`src/rtl/serial_word_deserializer_pkg.sv`:
```
// Shared types and constants for the serial word deserializer.
package serial_word_deserializer_pkg;

  typedef enum logic {
    IDLE  = 1'b0,
    SHIFT = 1'b1
  } state_t;

  localparam int DEFAULT_WIDTH = 8;

  localparam logic MSB_FIRST = 1'b0;
  localparam logic LSB_FIRST = 1'b1;

endpackage

```
`src/rtl/word_out_buffer.sv`:
```
// One-entry valid/ready holding register; a write is taken when empty or
// when the held word is draining in the same cycle, otherwise it is dropped.
module word_out_buffer #(
  parameter int WIDTH = 8
) (
  input  logic             clk,
  input  logic             reset,
  input  logic             wr_en,
  input  logic [WIDTH-1:0] wr_data,
  input  logic             rd_ready,
  output logic             full,
  output logic [WIDTH-1:0] data,
  output logic             dropped
);

  logic accepted;

  assign accepted = wr_en && (!full || rd_ready);
  assign dropped  = wr_en && !accepted;

  always_ff @(posedge clk) begin
    if (reset) begin
      full <= 1'b0;
      data <= '0;
    end else if (accepted) begin
      full <= 1'b1;
      data <= wr_data;
    end else if (full && rd_ready) begin
      full <= 1'b0;
    end
  end

endmodule

```
`src/rtl/serial_word_deserializer.sv`:
```
// Reassembles WIDTH-bit words from a qualified serial stream, MSB- or
// LSB-first, and hands them to a one-entry valid/ready output buffer.
module serial_word_deserializer
  import serial_word_deserializer_pkg::*;
#(
  parameter int WIDTH = DEFAULT_WIDTH
) (
  input  logic                       clk,
  input  logic                       reset,
  input  logic                       start,
  input  logic                       lsb_first,
  input  logic                       ser_in,
  input  logic                       ser_valid,
  input  logic                       out_ready,
  input  logic                       clear_overrun,
  output logic [WIDTH-1:0]           out_data,
  output logic                       out_valid,
  output logic                       busy,
  output logic [$clog2(WIDTH+1)-1:0] bit_count,
  output logic                       overrun
);

  localparam int CNT_W = $clog2(WIDTH + 1);
  localparam logic [CNT_W-1:0] LAST_BIT = CNT_W'(WIDTH - 1);

  state_t           state_reg;
  logic [WIDTH-1:0] shift_reg;
  logic [WIDTH-1:0] shift_next;
  logic [CNT_W-1:0] count_reg;
  logic             order_reg;
  logic             overrun_reg;
  logic             capture;
  logic             complete;
  logic             word_dropped;

  assign capture  = (state_reg == SHIFT) && ser_valid;
  assign complete = capture && (count_reg == LAST_BIT);

  // The completing word must include the bit arriving this cycle.
  always_comb begin
    shift_next = {shift_reg[WIDTH-2:0], ser_in};
    if (order_reg == LSB_FIRST) begin
      shift_next = {ser_in, shift_reg[WIDTH-1:1]};
    end
  end

  always_ff @(posedge clk) begin
    if (reset) begin
      state_reg <= IDLE;
      shift_reg <= '0;
      count_reg <= '0;
      order_reg <= MSB_FIRST;
    end else begin
      case (state_reg)
        IDLE: begin
          if (start) begin
            state_reg <= SHIFT;
            shift_reg <= '0;
            count_reg <= '0;
            order_reg <= lsb_first;
          end
        end
        SHIFT: begin
          if (capture) begin
            shift_reg <= shift_next;
            if (complete) begin
              count_reg <= '0;
              state_reg <= IDLE;
            end else begin
              count_reg <= count_reg + 1'b1;
            end
          end
        end
        default: state_reg <= IDLE;
      endcase
    end
  end

  // A drop in the same cycle as a clear leaves the flag set.
  always_ff @(posedge clk) begin
    if (reset) begin
      overrun_reg <= 1'b0;
    end else if (word_dropped) begin
      overrun_reg <= 1'b1;
    end else if (clear_overrun) begin
      overrun_reg <= 1'b0;
    end
  end

  word_out_buffer #(
    .WIDTH(WIDTH)
  ) u_word_out_buffer (
    .clk     (clk),
    .reset   (reset),
    .wr_en   (complete),
    .wr_data (shift_next),
    .rd_ready(out_ready),
    .full    (out_valid),
    .data    (out_data),
    .dropped (word_dropped)
  );

  assign busy      = (state_reg == SHIFT);
  assign bit_count = count_reg;
  assign overrun   = overrun_reg;

endmodule
```
`config.mk`:
```
export PLATFORM = sky130hd
export DESIGN_NAME = serial_word_deserializer
export DESIGN_NICKNAME = d
export VERILOG_FILES = /design/src/rtl/serial_word_deserializer_pkg.sv /design/src/rtl/word_out_buffer.sv /design/src/rtl/serial_word_deserializer.sv
export SDC_FILE = /design/constraint.sdc
export NUM_CORES = 1
export LEC_CHECK = 0
export CAP_MARGIN = 25
export CORE_MARGIN = 2
export CORE_UTILIZATION = 44
export DETAILED_ROUTE_END_ITERATION = 16
export PLACE_DENSITY = 0.75
export SKIP_LAST_GASP = 1
export SYNTH_ARGS = -nofsm -noshare
export SYNTH_HDL_FRONTEND = slang
export SYNTH_SLANG_ARGS = --single-unit
```
`constraint.sdc`:
```
create_clock -name clk -period 2.3 [get_ports clk]
set_clock_uncertainty 0.05 [all_clocks]
set_input_delay 0.46 -clock clk [delete_from_list [all_inputs] [get_ports clk]]
set_output_delay 0.46 -clock clk [all_outputs]
set_load 0.01 [all_outputs]
```
==> summary.txt <==
Status
  – Outcome: complete, no violations

Timing
  – Final period util: 83.6%
  – Setup WS post-layout: 0.378 ns
  – Endpoints failing setup: 0
  – RSZ-0062 raised after global routing: no
  – Hold violation count in the final report: 0
  – Fmax achieved: 520 MHz
  – Worst slew pin tran: 0.612 ns
  – Minimum clock period: 1.92 ns
  – Setup TNS: 0 ns
  – Relative slew slack: 59.2%
  – Max-slew violation count: 0

Detailed routing
  – Total Wirelength: 2180 µm
  – # DRC: 0
  – DRT Pass-1 Iters: 4
  – DR vias/cell: 5.81
  – Iteration-0 DRC count of the detailed router: 26
  – Vias: 889
  – Wire per inst: 14.2 µm
  – Routed Antenna Nets: 0

Setup path
  – Data required, critical path: 1.79 ns
  – CP Launch Type: flop
  – Reg-to-reg setup timing slack: 0.49 ns
  – Crit end category: output pin
  – CP delay by family, top: buffers and inverters
  – Crit Path Category: reg -> out
  – CP cell instances: clkdlybuf4s50_1
  – RR Startpoint: bit_count[0]
  – Reg2Reg Capture Point: u_word_out_buffer.data[4]
  – Cells on worst reg2reg path: 4
  – CP bufs+invs: 1
  – Slowest cell delay on critical path: 0.59 ns
  – CP Data Arrival Time: 1.41 ns
  – Critical-path maximum fanout: 8
  – Slowest CP cell: clkdlybuf4s50_1

Finish
  – Share of layout cells above drive strength 1: 6.40%
  – Final nets: 136
  – Syn-to-layout area delta: 22.3%
  – Fin cells: 153
  – N_diodes: 0

Worst hold path
  – Worst hold endpoint: u_word_out_buffer.data[6]
  – Worst min-delay path class: reg -> reg
  – Hold path startpoint: u_word_out_buffer.data[6]
  – Worst Hold Path Cells: 2

Power and ir drop
  – Leakage: 0.423 nW
  – Worst VDD drop: 0.294 mV
  – Total Power: 0.665 mW
  – Cell Pwr Density: 521 nW/µm²

Yosys
  – Netlist Area Pre-Place: 1040 µm²
  – Post-synthesis adder-cell area fraction: 1.20%
  – Synth Area in Compound Gates: 22.9%
  – Synth Area in Simple Gates: 14.5%
  – Syn. warnings: 0
  – Largest family of logic cells by synthesized area: compound AO/OA/AOI/OAI gates
  – Sequential share of the synthesized area: 46.0%
  – Mean Syn Cell Area: 9.76 µm²
  – Xor/xnor share of the synthesized area: 0%
  – Mapped Nets: 116
  – #FFs+latches synth: 24
  – Synth Instances: 107
  – Mux contribution to synthesized area: 10.1%
  – Yosys cell types: 30

Floorplan
  – Core Area: 2230 µm²
  – Placement Rows: 17
  – Die height: 52.7 µm
  – I/O pin count: 23
  – Die area: 2780 µm²
  – Die extent in x: 52.7 µm
  – Initial core utilization: 46.8%

Global routing
  – Global-route wire length before repair: 3500 µm
  – Largest net degree at the start of global routing: 20
  – Initial antenna violation count: 0
  – Vias in the first global route: 775
  – GR Overflow Total: 0
  – Gr usage total: 17.3%

Clocking
  – Clock insertion delay at the later pin of the skew report: 0.30 ns
  – CTS tree: yes
  – Post-CTS repair timing setup buffer count: 0
  – Root Buffer: clkbuf_4
  – H-tree depth: 1
  – Post-CTS sizing: 0
  – Sinks on the clock net: 24
  – Hold buffers post-CTS: 0
  – Number of buffers created by CTS: 3
  – Clk slew on worst S/H paths: 0.12 ns
  – Max clock buf depth: 2

Placement
  – Hpwl dp: 1540 µm
  – Pre-CTS WS: 0.359 ns
  – Placed insts: 150
  – Routability cong.: 0.814
  – PortBufs: 22

Run
  – # Max-Cap Violations: 0
-- cells by family after synthesis --
logic type      after synthesis
compound gates               33
fa+ha+maj                     1
buf+inv                       9
flops                        24
mux                          10
simple gates                 30
-- how the worst max path moves through the flow --
stage,cells past startpoint,end,from
floorplan,5,bit_count[0],bit_count[0]
global placement,4,bit_count[3],ser_valid
detailed placement,4,bit_count[3],ser_valid
CTS,1,busy,busy
global route,1,busy,busy
finish,1,busy,busy
-- placed cells by master, fill, tap and decap left out --
master	n
nor2_2	1
a31oi_1	7
nand3_1	3
mux2_1	1
clkdlybuf4s50_1	22
a22oi_1	2
mux2i_2	1
buf_4	1
a21oi_1	7
ha_1	1
nand3b_1	1
a311oi_1	7
nand2_1	5
a211oi_1	2
or3_1	1
nand2_2	1
o211ai_1	1
a2bb2oi_1	7
nand2b_1	3
inv_1	1
and3b_1	1
mux2i_1	8
nor2_1	11
or4_1	1
nor2b_1	1
dfxtp_1	24
and2_4	1
clkbuf_4	3
-- cell type report --
type	count	area (µm²)
timing repair buffer	23	228
sequential	24	480
tap	28	35.0
multi-input combinational	74	508
clock buffer	3	22.5
inverter	1	3.75
fill	207	956
-- per-layer routing --
| layer | routed length [µm] | global-route usage [%] | vias up |
|---|---|---|---|
| li1 | - | - | 437 |
| met5 | 0 | 0 | - |
| met4 | 41 | 9.83 | 0 |
| met1 | 1040 | 23.0 | 428 |
| met2 | 998 | 26.3 | 20 |
| met3 | 93 | 2.86 | 4 |
-- synthesized netlist by cell type, drive strengths merged --
master   count  area share [%]
a21oi        7             3.4
ha           1             1.2
inv          1            0.36
or4          1            0.72
a2bb2oi      7             5.9
nor2        12             4.6
and3b        1            0.84
and2         1            0.84
nand2b       3             1.8
nand2        6             2.4
a22oi        2             1.4
nor2b        1            0.60
clkbuf       3             1.2
mux2i        9             9.0
nand3b       1            0.72
dfxtp       24              46
nand3        3             1.4
a211oi       2             1.4
mux2         1             1.1
or3          1            0.60
a31oi        7             4.2
o211ai       1            0.72
buf          5             3.8
a311oi       7             5.9
-- where the power goes --
part,total [mW],internal [mW],switching (mW),leakage [nW]
sequential,0.428,0.420,0.00838,0.194
combinational,0.0629,0.0316,0.0313,0.215
clock,0.175,0.0611,0.113,0.0138
total,0.665,0.512,0.153,0.423
-- stage by stage --
step,util (%),instance area [µm²],hold WS (ns)
finish,57.2,1280,0.417
global route,57.2,1280,0.440
CTS,57.2,1280,0.422
detailed placement,56.2,1250,0.405
global placement,56.2,1250,0.397
floorplan,-,1040,0.405
Power figures use the tool's default switching activity.
